### config.mk
export PLATFORM = sky130hd
export DESIGN_NAME = sync_arith_unit_seq
export DESIGN_NICKNAME = d
export VERILOG_FILES = /design/src/rtl/sync_arith_unit_seq.sv
export SDC_FILE = /design/constraint.sdc
export NUM_CORES = 1
export LEC_CHECK = 0
export CAP_MARGIN = 0
export CORE_MARGIN = 4
export CORE_UTILIZATION = 55
export CTS_BUF_LIST = sky130_fd_sc_hd__clkbuf_8
export DETAILED_ROUTE_END_ITERATION = 16
export PLACE_DENSITY = 0.77
export SYNTH_ARGS = -nofsm -noshare
export SYNTH_HDL_FRONTEND = slang
export SYNTH_SLANG_ARGS = --single-unit
### constraint.sdc
create_clock -name i_clk -period 3.9 [get_ports i_clk]
set_input_delay 0.39 -clock i_clk [delete_from_list [all_inputs] [get_ports i_clk]]
set_output_delay 0.39 -clock i_clk [all_outputs]
set_load 0.02 [all_outputs]
### src/rtl/sync_arith_unit_seq.sv
// Signed M-bit ALU: single-cycle add/compare, iterative shift-add multiply and restoring divide.
// Optional SYNC_ARITH_STICKY_ERR_EN makes o_status[3] sticky until i_reset.
//
// state | meaning
// IDLE  | ready for a request
// BUSY  | multiply/divide iterating, one step per cycle
// DONE  | result strobe cycle, back to IDLE next
module sync_arith_unit_seq #(
  parameter int N = 2,
  parameter int M = 4
) (
  input  logic         i_clk,
  input  logic         i_reset,
  input  logic         i_valid,
  output logic         o_ready,
  input  logic [N-1:0] i_op,
  input  logic [M-1:0] i_arg_A,
  input  logic [M-1:0] i_arg_B,
  output logic         o_valid,
  output logic [M-1:0] o_result,
  output logic [3:0]   o_status
);

  localparam int CW = $clog2(M + 1);
  localparam logic [M-1:0]   ONE_M  = 1;
  localparam logic [2*M-1:0] ONE_2M = 1;

  typedef enum logic [1:0] {IDLE, BUSY, DONE} state_t;

  state_t         state_q, state_d;
  logic [CW-1:0]  cnt_q, cnt_d;
  logic [2*M-1:0] prod_q, prod_d;
  logic [M-1:0]   mag_a_q, mag_a_d;
  logic [M-1:0]   mag_b_q, mag_b_d;
  logic           is_div_q, is_div_d;
  logic           sign_q, sign_d;
  logic           valid_q, valid_d;
  logic [M-1:0]   result_q, result_d;
  logic [3:0]     status_q, status_d;

  logic           op_hi;
  logic [M-1:0]   mag_a_in, mag_b_in;
  logic [M-1:0]   add_sum;
  logic           add_ov;
  logic [M-1:0]   cmp_res;

  if (N > 2) begin : g_wide_op
    assign op_hi = |i_op[N-1:2];
  end else begin : g_narrow_op
    assign op_hi = 1'b0;
  end

  assign mag_a_in = i_arg_A[M-1] ? (~i_arg_A + ONE_M) : i_arg_A;
  assign mag_b_in = i_arg_B[M-1] ? (~i_arg_B + ONE_M) : i_arg_B;
  assign add_sum  = i_arg_A + i_arg_B;
  assign add_ov   = (i_arg_A[M-1] == i_arg_B[M-1]) && (add_sum[M-1] != i_arg_A[M-1]);

  always_comb begin
    cmp_res    = '0;
    cmp_res[0] = $signed(i_arg_A) < $signed(i_arg_B);
    cmp_res[1] = (i_arg_A == i_arg_B);
  end

  // One shared adder: accumulate for multiply, trial subtract for divide.
  // prod_q holds {acc, multiplier} for multiply and {remainder, quotient} for divide.
  logic [M:0]     r_sh;
  logic [M+1:0]   alu_x, alu_y, alu_sum;
  logic           alu_cin;
  logic [M-1:0]   r_new;
  logic [2*M-1:0] prod_step;

  always_comb begin
    r_sh = prod_q[2*M-1:M-1];
    if (is_div_q) begin
      alu_x   = {1'b0, r_sh};
      alu_y   = ~{2'b00, mag_b_q};
      alu_cin = 1'b1;
    end else begin
      alu_x   = {2'b00, prod_q[2*M-1:M]};
      alu_y   = prod_q[0] ? {2'b00, mag_a_q} : '0;
      alu_cin = 1'b0;
    end
    alu_sum = alu_x + alu_y + {{(M+1){1'b0}}, alu_cin};
    r_new   = alu_sum[M+1] ? r_sh[M-1:0] : alu_sum[M-1:0];
    if (is_div_q) prod_step = {r_new, prod_q[M-2:0], ~alu_sum[M+1]};
    else          prod_step = {alu_sum[M:0], prod_q[M-1:1]};
  end

  logic [2*M-1:0] prod_signed;
  logic [M-1:0]   quot_signed;
  logic           mul_ov, div_ov;

  always_comb begin
    prod_signed = sign_q ? (~prod_step + ONE_2M) : prod_step;
    quot_signed = sign_q ? (~prod_step[M-1:0] + ONE_M) : prod_step[M-1:0];
    mul_ov      = !((&prod_signed[2*M-1:M-1]) || !(|prod_signed[2*M-1:M-1]));
    // Only a positive quotient of 2^(M-1) is unrepresentable (-2^(M-1) / -1).
    div_ov      = !sign_q && prod_step[M-1];
  end

  logic         fin, fin_ov, fin_err, err_keep;
  logic [M-1:0] fin_res;

  always_comb begin
`ifdef SYNC_ARITH_STICKY_ERR_EN
    err_keep = status_q[3];
`else
    err_keep = 1'b0;
`endif
    state_d  = state_q;
    cnt_d    = cnt_q;
    prod_d   = prod_q;
    mag_a_d  = mag_a_q;
    mag_b_d  = mag_b_q;
    is_div_d = is_div_q;
    sign_d   = sign_q;
    valid_d  = 1'b0;
    result_d = result_q;
    status_d = status_q;
    fin      = 1'b0;
    fin_res  = '0;
    fin_ov   = 1'b0;
    fin_err  = 1'b0;

    case (state_q)
      IDLE: begin
        if (i_valid) begin
          sign_d = i_arg_A[M-1] ^ i_arg_B[M-1];
          cnt_d  = CW'(M);
          if (op_hi) begin
            fin     = 1'b1;
            fin_err = 1'b1;
          end else begin
            case (i_op[1:0])
              2'd0: begin
                fin     = 1'b1;
                fin_res = add_sum;
                fin_ov  = add_ov;
              end
              2'd1: begin
                fin     = 1'b1;
                fin_res = cmp_res;
              end
              2'd2: begin
                state_d  = BUSY;
                is_div_d = 1'b0;
                mag_a_d  = mag_a_in;
                prod_d   = {{M{1'b0}}, mag_b_in};
              end
              default: begin
                if (i_arg_B == '0) begin
                  fin     = 1'b1;
                  fin_err = 1'b1;
                end else begin
                  state_d  = BUSY;
                  is_div_d = 1'b1;
                  mag_b_d  = mag_b_in;
                  prod_d   = {{M{1'b0}}, mag_a_in};
                end
              end
            endcase
          end
        end
      end
      BUSY: begin
        prod_d = prod_step;
        cnt_d  = cnt_q - CW'(1);
        if (cnt_q == CW'(1)) begin
          fin     = 1'b1;
          fin_res = is_div_q ? quot_signed : prod_signed[M-1:0];
          fin_ov  = is_div_q ? div_ov : mul_ov;
        end
      end
      DONE:    state_d = IDLE;
      default: state_d = IDLE;
    endcase

    if (fin) begin
      state_d  = DONE;
      valid_d  = 1'b1;
      result_d = fin_res;
      status_d = {fin_err | err_keep, fin_res[M-1], fin_res == '0, fin_ov};
    end
  end

  always_ff @(posedge i_clk) begin
    if (i_reset) begin
      state_q  <= IDLE;
      cnt_q    <= '0;
      prod_q   <= '0;
      mag_a_q  <= '0;
      mag_b_q  <= '0;
      is_div_q <= 1'b0;
      sign_q   <= 1'b0;
      valid_q  <= 1'b0;
      result_q <= '0;
      status_q <= 4'b0010;
    end else begin
      state_q  <= state_d;
      cnt_q    <= cnt_d;
      prod_q   <= prod_d;
      mag_a_q  <= mag_a_d;
      mag_b_q  <= mag_b_d;
      is_div_q <= is_div_d;
      sign_q   <= sign_d;
      valid_q  <= valid_d;
      result_q <= result_d;
      status_q <= status_d;
    end
  end

  assign o_ready  = (state_q == IDLE);
  assign o_valid  = valid_q;
  assign o_result = result_q;
  assign o_status = status_q;

endmodule

# After elaboration in Yosys (flattened, before gate mapping)
# Index checks and enable logic that the tools add are counted.
# Widths: inputs -> output; s select.
# op_classes
eq_ne,15
bitwise,11
addsub,8
order_cmp,1
n_reduce_logical,24
n_mux,42
# ops
cell,n
$mux 4,8
$mux 8,4
$pmux 8 s2,2
$reduce_and 4->1,5
$pmux 4 s2,2
$mux 1,13
$add 4x1->4 const B,3
$not 4->4,3
$ne 3x2->1 const B,3
$add 8x1->8 const B,1
$logic_not 4->1,2
$not 8->8,1
$pmux 1 s2,4
$pmux 2 s2,2
$add 6x1->6,1
$add 6x6->6,1
$mux 2,3
$mux 6,1
$ne 2x2->1 const B,3
$not 4->6,1
$pmux 3 s2,1
$mux 5,1
$not 1->1,5
$reduce_and 5->1,1
other kinds (23),30
# word_totals
elab_cells,112
in_bits,13
out_inout_bits,10
ff_bits,32

# Depth between registers and ports, before layout
# Gate-level depths: netlist (run 1).
# depth
depth_word,16
ltp_mapped,17
mapped_depth_nobuf,16

# Least setup slack after synthesis (run 1)
# OpenSTA, ideal clock, no wires.
# synth_timing
path_kind,reg2reg
startpoint,reg is_div_q
endpoint,reg status_q[0] (netlist: o_status[0])
arrival_time_ns,3.295
stages_incl_launch_ff,14
setup_slack_ns,0.483
n_path_buf,2
synth_period_minus_slack_ns,3.417
t_required_ns,3.778
setup_time_ns,0.122
cell_sequence,dfxtp_1 > buf_4 > clkbuf_8 > o21ai_0 > fa_1 > fa_1 > or2b_1 > nor3_1 > nor3_2 > or2_4 > o41ai_2 > xnor2_1 > nor4b_2 > nor3_1
# synth_between
elab_chain_len,15
word_cells_on_any_way,20
cone_classes,3 x add/sub; 9 x mux; 2 x bitwise; 6 x reduce/logical
# synth_lines
element,line,text
from (decl),35,"logic is_div_q, is_div_d;"
from (signal assigned),204,is_div_q <= is_div_d;
$mux 5 / $mux 6 (equally long branches),74,if (is_div_q) begin
$add 6x6->6,83,"alu_sum = alu_x + alu_y + {{(M+1){1'b0}}, alu_cin};"
$add 6x1->6,83,
$mux 4 / $not 1->1 (equally long branches),"84, 85",
$mux 8,85,"if (is_div_q) prod_step = {r_new, prod_q[M-2:0], ~alu_sum[M+1]};"
$not 8->8,94,prod_signed = sign_q ? (~prod_step + ONE_2M) : prod_step;
$add 8x1->8,94,
$mux 8,94,
$reduce_or 5->1,96,mul_ov = !((&prod_signed[2*M-1:M-1]) || !(|prod_signed[2*M-1:M-1]));
$logic_not 1->1,96,
$logic_or 1x1->1,96,
$logic_not 1->1,96,
$mux 1 (*),171,fin_ov = is_div_q ? div_ov : mul_ov;
$mux 1 (*),168,if (cnt_q == CW'(1)) begin
$pmux 1 s2 (*),125,case (state_q)
to (signal assigned),208,status_q <= status_d;
to (decl),39,"logic [3:0] status_q, status_d;"
# Every way passes the cells marked *; elsewhere a longest branch is shown, timed or not.
# A chain may end at the register's enable or synchronous reset.

# Worst setup path after layout (run 1)
# Ends and elaborated chain as after synthesis.

==> impl_results.md, run 1 <==
* Outcome: completed
* Worst-Skew Late Latency at 0.28 ns
* MaxCap Viol Count at 0
* Count of different cell masters after synthesis at 57
* Slew HR at 0.3336
* Initial antenna violation count at 0
* Total track usage at 0.2116
* Post-CTS Hold Buffers at 0
* Syn Area/Cell at 8.036 um2
* Maximum VDD drop at 197.9 uV
* LEAKAGE at 1.088 nW
* Die Y at 73.76 um
* Pin count of the biggest net entering global routing at 28
* Detail Placement HPWL at 4170 um
* First-pass GRT wire length at 9059 um
* Final Hold Vio Count at 0
* Routed Antenna Nets at 0
* Worst Hold Class: reg2reg
* Row Count at 23
* Min Clock Period, post-route at 3.530 ns
* Final setup fails at 0
* Net Count, Synth at 327
* CTS Buffer Depth at 2
* Critical Path RT at 4.08 ns
* Setup_tns at 0 ns
* Clock root cell: clkbuf_8
* Share of layout cells above drive strength 1 at 0.08626
* Fin crit share at 0.9051
* Post-CTS Setup Bufs at 0
* Avg WL per Cell at 14.85 um
* YS warnings at 0
* Initial core utilization at 0.5821
* Tightest Pin Transition at 0.9965 ns
* Endpoint class of the critical path: flip-flop
* Ports at 23
* Ranking of synthesized cells by area: dfxtp_1 (26%), ha_1 (7.9%), nor2_1 (5.4%)
* Worst clock skew at 0.007970 ns
* Crit Path Class: reg2reg
* Fmax at 283.3 MHz
* Area grow syn2layout at 13.05%
* Nets at 344
* H-tree lvl count at 2
* Critical path fanouts, max at 23
* CTS buffer count at 5
* Worst-path clk slew at 0.07 ns
* Top-area cell type share of the netlist area at 0.2609
* Cells after Synth at 296
* Vias in the first global route at 2,048
* Cell taking the most area after synthesis: dfxtp_1
* Simple-gate portion of the synthesized area at 0.2357
* DIE AREA at 5441 um2
* Commonest non-fill, non-tap cell in the layout: nor2_1
* XOR/XNOR Fraction of Synth Area at 0.04050
* Total gr overflow at 0
* TritonCTS Sinks at 31
* Sequential area share after synthesis at 0.2609
* WHS at 0.4450 ns
* FFs w/ async S/R, synth at 0
* WP data arrival at 3.71 ns
* Most frequent cells in the layout: nor2_1 (34), dfxtp_1 (31), clkdlybuf4s50_1 (22), a21oi_1 (21)
* Grt met2 use at 0.3406
* Die width at 73.76 um
* 1st-iter DRT viols at 144
* Via density at 5.835
* Gpl congestion at 0.8634
* Final WL at 5389 um
* Power Density at 326.1 nW/um2
* CTS tree: done
* I/O Buffers at 22
* Diode count at 0
* Most used flip-flop cell after synthesis: dfxtp_1
* Adder-cell share of the synthesized area at 0.1042
* Grt met3 use at 0.04241
* Core area at 4086 um2
* DR vias at 2,118
* DRC at 0
* Compound-Gate Fraction of Synth Area at 0.2215
* Mux share of post-synthesis cell area at 0.06944
* Number of flops mapped to enable cells by yosys at 0
* Crit start category: flip-flop
* Combinational family with the most area after synthesis: simple AND/OR/NAND/NOR gates
* Met1 usage in global routing at 0.2828
* Max-slew violation count at 0
* Synth Register Bits at 31
* RSZ-0062 raised after global routing: false
* First-pass detailed-route iteration total at 4
* Most Crowded Layer GR: met2
* Synthesized area at 2379 um2
* Post-CTS resize count at 0
synthesized netlist by cell type (all sizes together) (3+ instances only):
cell / instances
a211oi: 11
a21o: 6
a21oi: 21
a22oi: 3
clkbuf: 12
dfxtp: 31
fa: 3
ha: 15
inv: 19
mux2: 4
mux2i: 12
nand2: 20
nand2b: 5
nand3: 10
nand4: 4
nor2: 34
nor2b: 4
nor3: 11
nor4b: 3
o21ai: 18
or2: 5
xnor2: 9
stage by stage:
| step | area, um2 | power (mW) | cells | utilization | setup slack, ns |
|---|---|---|---|---|---|
| 2_1_floorplan | 2379 | 0.5192 | 296 | - | 0.4834 |
| 5_1_grt | 2689 | 0.9211 | 363 | 0.6580 | 0.1984 |
| 4_1_cts | 2689 | 0.8763 | 363 | 0.6580 | 0.4575 |
| 3_5_place_dp | 2586 | 0.5750 | 356 | 0.6329 | 0.4547 |
| 6_report | 2689 | 0.8768 | 363 | 0.6580 | 0.3701 |
| 3_3_place_gp | 2586 | 0.5695 | 356 | 0.6329 | 0.5094 |
sequential cells by signal (all words and copies together), names as in the netlist:
name / cells
o_valid: 1
is_div_q: 1
mag_b_q: 4
o_result: 3
o_status: 4
prod_q: 8
state_q: 2
cnt_q: 3
sign_q: 1
mag_a_q: 4
cell families after synthesis:
| family | after synthesis |
|---|---|
| XOR/XNOR | 11 |
| adder cells (fa/ha/maj) | 18 |
| buffers and inverters | 33 |
| AND/OR/NAND/NOR | 109 |
| multiplexers | 16 |
| AO/OA/AOI/OAI | 78 |
| flip-flops | 31 |
worst max-delay path, cell delays in order (launching register included):
cell	delay [ns]
dfxtp_1	0.33
buf_4	0.27
mux2_2	0.38
ha_1	0.41
o21ai_2	0.15
o211ai_1	0.33
o21a_1	0.25
inv_1	0.06
ha_1	0.19
nand3_1	0.14
nand2_1	0.09
mux2_2	0.28
o21ai_0	0.17
a41oi_1	0.14
nor3_1	0.16
nor3_1	0.07
report_power, final:
part           switching (mW)  leakage [nW]  internal (mW)
Sequential             0.0132         0.252          0.331
Combinational           0.129         0.781         0.0982
Clock                   0.121        0.0554          0.185
Total                   0.264          1.09          0.613
final timing paths:
| check | slack (ns) | depth (start not counted) | end | start |
|---|---|---|---|---|
| min | 0.44 | 2 | o_result[2] | o_result[2] |
| max reg2reg | 0.37 | 15 | o_status[0] | is_div_q |
| min reg2reg | 0.44 | 2 | o_result[2] | o_result[2] |
| max | 0.37 | 15 | o_status[0] | is_div_q |
final cells by class:
| cell class | instances | area [um2] |
|---|---|---|
| multi-input cells | 232 | 1597 |
| fillers | 360 | 1398 |
| flip-flops and latches | 31 | 620.6 |
| repair buffers | 24 | 235.2 |
| inverters | 19 | 71.32 |
| clock buffers | 5 | 68.82 |
| well taps | 50 | 62.56 |
| clock inverters | 2 | 33.78 |
routing by layer:
metal	vias up	share of wire
met3	9	0.046
li1	1095	-
met1	968	0.48
met4	0	0.015
met2	46	0.46
met5	-	0
Power figures use the tool's default switching activity.
==> run 2, diff against run 1 <==
CORE_MARGIN = not set   (was 4)
CTS_CLUSTER_DIAMETER = 120   (was not set)
clock period = 3.7 ns   (was 3.9 ns; I/O delays follow)
==> run 2 against run 1 <==
Clock power shrank 17%; combinational power grew 6%; sequential share of layout area is the same; largest power group unchanged; sequential power grew 5%; first-iteration DRC count shrank 5.6%; critical path depth shrank 3; fmax grew 4.8%; final area is the same; routed wire length grew 0.46%; clock skew shrank 0.0012 ns; non-clock buffer count grew 2.
==> impl_results.md, run 2 (synthesis results as in run 1) <==
* Outcome: completed
* Max reg flops at 8 (unchanged)
* Vias in the first global route at 1,913 (-6.6%)
* Power Density at 319.3 nW/um2 (-2.1%)
* Worst flop-to-flop path endpoint: o_status[0]
* Endpoint class of the critical path: flip-flop
* Min Clock Period, post-route at 3.369 ns (-0.1605 ns)
* Reg2Reg Setup Slack at 0.33 ns (-0.04 ns)
* CTS tree: done
* H-tree lvl count at 2 (unchanged)
* Sw frac at 0.3247 (+0.02415)
* Routed Antenna Nets at 0 (unchanged)
* Highest routed metal layer: met4
* Avg WL per Cell at 14.79 um (-0.36%)
* LEAKAGE at 1.091 nW (+0.26%)
* DRT met1 WL at 2608 um (+0.31%)
* Die width at 67.76 um (-8.1%)
* DIE AREA at 4591 um2 (-16%)
* Seq pwr share at 0.422 (+0.030)
* Total power at 0.8586 mW (-2.1%)
* Initial core utilization at 0.5821 (unchanged)
* Core area at 4086 um2 (unchanged)
* NetSw at 0.2788 mW (+5.8%)
* Diode count at 0 (unchanged)
* Worst-Skew Late Latency at 0.29 ns (about the same)
* Final WL at 5414 um (+0.46%)
* CP startpoint: is_div_q
* Via density at 5.891 (+0.96%)
* WHS at 0.4536 ns (+0.008657 ns)
* Critical Path RT at 3.88 ns (-0.20 ns)
* Routed met3 length at 271 um (+9.3%)
* WP data arrival at 3.55 ns (-0.16 ns)
* Slew HR at 0.5979 (+0.2643)
* Hold_sp: o_result[0]
* 1st-iter DRT viols at 136 (-5.6%)
* First-pass GRT wire length at 9032 um (-0.30%)
* Worst Hold Class: reg2reg
* Combinational share of power at 0.281 (+0.022)
* Detail Placement HPWL at 4073 um (-2.3%)
* Setup crit end: o_status[0]
* Share of layout cells above drive strength 1 at 0.09494 (+0.008675)
* Tightest Pin Transition at 0.6019 ns (-0.3946 ns)
* Pin count of the biggest net entering global routing at 28 (unchanged)
* CTS Buffer Depth at 2 (unchanged)
* Nets at 346 (+0.58%)
* Met2 WL at 2465 um (+0.20%)
* Most frequent cells in the layout: nor2_1 (34), dfxtp_1 (31), clkdlybuf4s50_1 (22), inv_1 (21), a21oi_1 (21)
* R2R cell count at 12 (-3)
* Final core utilization at 0.6580 (unchanged)
* Maximum VDD drop at 326.9 uV (+65%)
* DR vias at 2,156 (+1.8%)
* Biggest register: prod_q
* Setup_tns at 0 ns (unchanged)
* Post-CTS Setup Bufs at 0 (unchanged)
* CTS buffer count at 5 (unchanged)
* Row Count at 23 (unchanged)
* Fmax at 296.8 MHz (+4.8%)
* Power Internal at 0.5798 mW (-5.5%)
* Ports at 23 (unchanged)
* Clk pwr share at 0.297 (-0.052)
* DRC at 0 (unchanged)
* # fillers at 359 (-0.28%)
* Clock root cell: clkbuf_8
* Initial antenna violation count at 0 (unchanged)
* Total gr overflow at 0 (unchanged)
* Worst clock skew at 0.006781 ns (-0.001190 ns)
* Commonest non-fill, non-tap cell in the layout: nor2_1
* Crit Path Class: reg2reg
* Final Hold Vio Count at 0 (unchanged)
* Crit start category: flip-flop
* Final setup fails at 0 (unchanged)
* Max-slew violation count at 0 (unchanged)
* TritonCTS Sinks at 31 (unchanged)
* Reg-to-reg startpoint: is_div_q
* Gpl congestion at 0.8491 (-1.7%)
* Fin crit share at 0.9107 (+0.005538)
* First-pass detailed-route iteration total at 4 (unchanged)
* I/O Buffers at 22 (unchanged)
* MaxCap Viol Count at 0 (unchanged)
* RSZ-0062 raised after global routing: false
* Die Y at 67.76 um (-8.1%)
* Critical path fanouts, max at 12 (-48%)
* Worst-path clk slew at 0.07 ns (about the same)
* Total track usage at 0.2692 (+0.05759)
* Area grow syn2layout at 13.05% (unchanged)
[run 2: cell count changes in the layout (fill, tap and decap cells not counted)]
cell and delta:
fa_2 +1, inv_1 +1, bufinv_16 -1, buf_6 +1, fa_1 -1, buf_4 +1, clkinv_2 +1
[run 2: metal layers]
layer / GRT usage / up-vias
met3: 0.06757 / 6
li1: - / 1100
met2: 0.4295 / 57
met1: 0.3523 / 993
met4: 0.08245 / 0
met5: 0 / -
[run 2: power groups by stage]
stage | Sequential [mW] | Clock (mW) | Combinational, mW
floorplan | 0.367 | 0 | 0.180
global placement | 0.369 | 0 | 0.233
detailed placement | 0.369 | 0 | 0.237
CTS | 0.362 | 0.261 | 0.238
global route | 0.364 | 0.275 | 0.269
finish | 0.362 | 0.255 | 0.241
[run 2: layout make-up]
cell class / count / area (um2) / area share
Inverter: 19 / 71.32 / 0.02652
Timing Repair Buffer: 26 / 254.0 / 0.09446
Multi-Input combinational cell: 232 / 1599 / 0.5947
Clock buffer: 5 / 68.82 / 0.02559
Clock inverter: 3 / 12.51 / 0.004653
Sequential cell: 31 / 620.6 / 0.2308
Tap cell: 50 / 62.56 / 0.02327
[run 2: critical path, cell delays in order (launching register included)]
cell	delay [ns]
dfxtp_1	0.32
inv_1	0.25
o21ai_0	0.20
fa_2	0.43
fa_1	0.46
or2b_1	0.26
nor3_1	0.18
nor3_2	0.11
or2_4	0.27
o41ai_2	0.31
xnor2_1	0.13
nor4b_2	0.26
nor3_1	0.07
[run 2: worst min path at each step]
stage / depth (start not counted) / endpoint
2_1_floorplan: 2 / mag_b_q[0]
3_3_place_gp: 2 / o_result[2]
3_5_place_dp: 1 / o_result[1]
4_1_cts: 1 / o_result[0]
5_1_grt: 1 / o_result[0]
6_report: 1 / o_result[0]
[run 2: timing repair]
action                     4_1_cts  5_1_grt
setup endpoints to repair        0        1
gates resized for setup          0        2
hold buffers                     0        0
hold endpoints to repair         0        0
[run 2: through the flow]
step                instances  instance area [um2]  setup WS [ns]
global placement          358                 2601         0.3568
floorplan                 296                 2379         0.2834
CTS                       366                 2683         0.2101
finish                    366                 2689         0.3306
detailed placement        358                 2601         0.2296
global route              366                 2689        0.03245
==> run 3, diff against run 2 <==
CTS_BUF_LIST = not set   (was sky130_fd_sc_hd__clkbuf_8)
GPL_TIMING_DRIVEN = 0   (was not set)
SKIP_CTS_REPAIR_TIMING = 1   (was not set)
==> run 3 against run 2 <==
Total power up 6.4%; die area unchanged; worst hold slack worse by 0.15 ns; cell count up 3.6%; clock skew up 0.0036 ns; worst setup slack worse by 0.19 ns; register-to-register slack worse by 0.19 ns; critical path depth up 4; highest routed layer unchanged.
==> impl_results.md, run 3 (synthesis results as in run 1) <==
* Critical Path RT at 3.88 ns (about the same)
* Critical path cell sequence: buf_4 -> clkbuf_8 -> mux2_2 -> ha_2 -> o21ai_2 -> o211ai_1 -> o21a_1 -> inv_1 -> ha_1 -> nand3_1 -> nand2_1 -> mux2_2 -> o21ai_1 -> a41oi_1 -> nor3_1 -> nor3_1
* 1st-iter DRT viols at 122 (-10%)
* Worst-Skew Late Latency at 0.29 ns (about the same)
* Routed Antenna Nets at 0 (unchanged)
* Final Hold Vio Count at 0 (unchanged)
* Gpl congestion at 0.8155 (-4.0%)
* Crit start category: flip-flop
* Fin crit share at 0.9630 (+0.05239)
* Tightest Pin Transition at 0.6726 ns (+0.07069 ns)
* Buffers & Inverters on Critical Path at 3 (+2)
* Via density at 5.905 (+0.24%)
* WP data arrival at 3.74 ns (+0.19 ns)
* Max-slew violation count at 0 (unchanged)
* CTS tree: done
* MaxCap Viol Count at 0 (unchanged)
* Cell Area, Placed at 2641 um2 (+1.5%)
* Critical path fanouts, max at 10 (-2)
* Vias in the first global route at 1,967 (+2.8%)
* Row Count at 23 (unchanged)
* Pin count of the biggest net entering global routing at 11 (-61%)
* Crit Path Class: reg2reg
* Total power at 0.9137 mW (+6.4%)
* Worst Hold Class: in2reg
* Detail Placement HPWL at 4387 um (+7.7%)
* DR vias at 2,238 (+3.8%)
* Top Family by Delay on Critical Path: compound AO/OA/AOI/OAI gates
* Nets at 359 (+3.8%)
* Worst-path clk slew at 0.07 ns (about the same)
* Min Clock Period, post-route at 3.563 ns (+0.1938 ns)
* Power Density at 326.4 nW/um2 (+2.2%)
* Avg WL per Cell at 15.08 um (+2.0%)
* Endpoint class of the critical path: flip-flop
* Clock root cell: clkbuf_8
* Ports at 23 (unchanged)
* Initial core utilization at 0.5821 (unchanged)
* Share of layout cells above drive strength 1 at 0.1246 (+0.02968)
* First-pass GRT wire length at 9011 um (-0.23%)
* CTS Buffer Depth at 2 (unchanged)
* Outcome: completed
* LEAKAGE at 1.129 nW (+3.5%)
* Die width at 67.76 um (unchanged)
* Max reg flops at 8 (unchanged)
* DIE AREA at 4591 um2 (unchanged)
* Max stage delay cell, worst path: dfxtp_2
* First-pass detailed-route iteration total at 4 (unchanged)
* Total track usage at 0.2676 (-0.001623)
* Core area at 4086 um2 (unchanged)
* DRC at 0 (unchanged)
* Final WL at 5717 um (+5.6%)
* Final instance area at 2799 um2 (+4.1%)
* Initial antenna violation count at 0 (unchanged)
* Slew HR at 0.5486 (-0.04930)
* Commonest non-fill, non-tap cell in the layout: nor2_1
* H-tree lvl count at 2 (unchanged)
* I/O Buffers at 20 (-9.1%)
* Final setup fails at 0 (unchanged)
* Diode count at 0 (unchanged)
* Most frequent cells in the layout: nor2_1 (34), dfxtp_1 (30), a21oi_1 (21), nand2_1 (20), clkdlybuf4s50_1 (20)
* Maximum VDD drop at 158.9 uV (-51%)
* Total gr overflow at 0 (unchanged)
* Fmax at 280.6 MHz (-5.4%)
* Worst clock skew at 0.01039 ns (+0.003607 ns)
* Biggest register: prod_q
* Max incr delay on CP at 0.39 ns (-0.07 ns)
* Area grow syn2layout at 17.67%
* TritonCTS Sinks at 31 (unchanged)
* CTS buffer count at 5 (unchanged)
* Die Y at 67.76 um (unchanged)
[run 3: final timing paths]
check	startpoint	endpoint	slack (ns)	cells past startpoint
hold reg to reg	o_result[2]	o_result[2]	0.45	2
hold / removal	i_reset	cnt_q[2]	0.30	2
setup reg to reg	is_div_q	o_status[0]	0.14	16
setup / recovery	is_div_q	o_status[0]	0.14	16
[run 3: routing by layer]
metal / global-route usage / vias to the layer above / part of all wire
li1: - / 1131 / -
met2: 0.4431 / 47 / 0.47
met4: 0.07979 / 0 / 0.013
met3: 0.04561 / 6 / 0.041
met1: 0.3502 / 1054 / 0.48
met5: 0 / - / 0
[run 3: area by class of cell]
class,instances,area (um2)
tap,50,62.56
fill,353,1287
clock buffer,8,100.1
multi-input combinational,232,1614
inverter,19,71.32
timing repair buffer,25,237.7
buffer,14,91.34
sequential,31,621.8
[run 3: report_power, final]
part | total (mW) | leakage, nW | switching, mW | internal, mW
Combinational | 0.256 | 0.825 | 0.143 | 0.113
Sequential | 0.360 | 0.252 | 0.0119 | 0.349
Clock | 0.297 | 0.0515 | 0.127 | 0.170
Total | 0.914 | 1.13 | 0.282 | 0.631
[run 3: per-stage QoR]
stage / setup TNS [ns] / util / hold WS, ns / std cells / setup slack, ns
floorplan: 0 / - / 0.4490 / 296 / 0.2834
global placement: -0.0009772 / 0.6464 / 0.4343 / 366 / -0.0009772
detailed placement: 0 / 0.6464 / 0.4361 / 366 / 0.004046
CTS: 0 / 0.6709 / 0.2993 / 374 / 0.0003038
global route: -0.02946 / 0.6849 / 0.3037 / 379 / -0.02946
finish: 0 / 0.6849 / 0.3019 / 379 / 0.1367
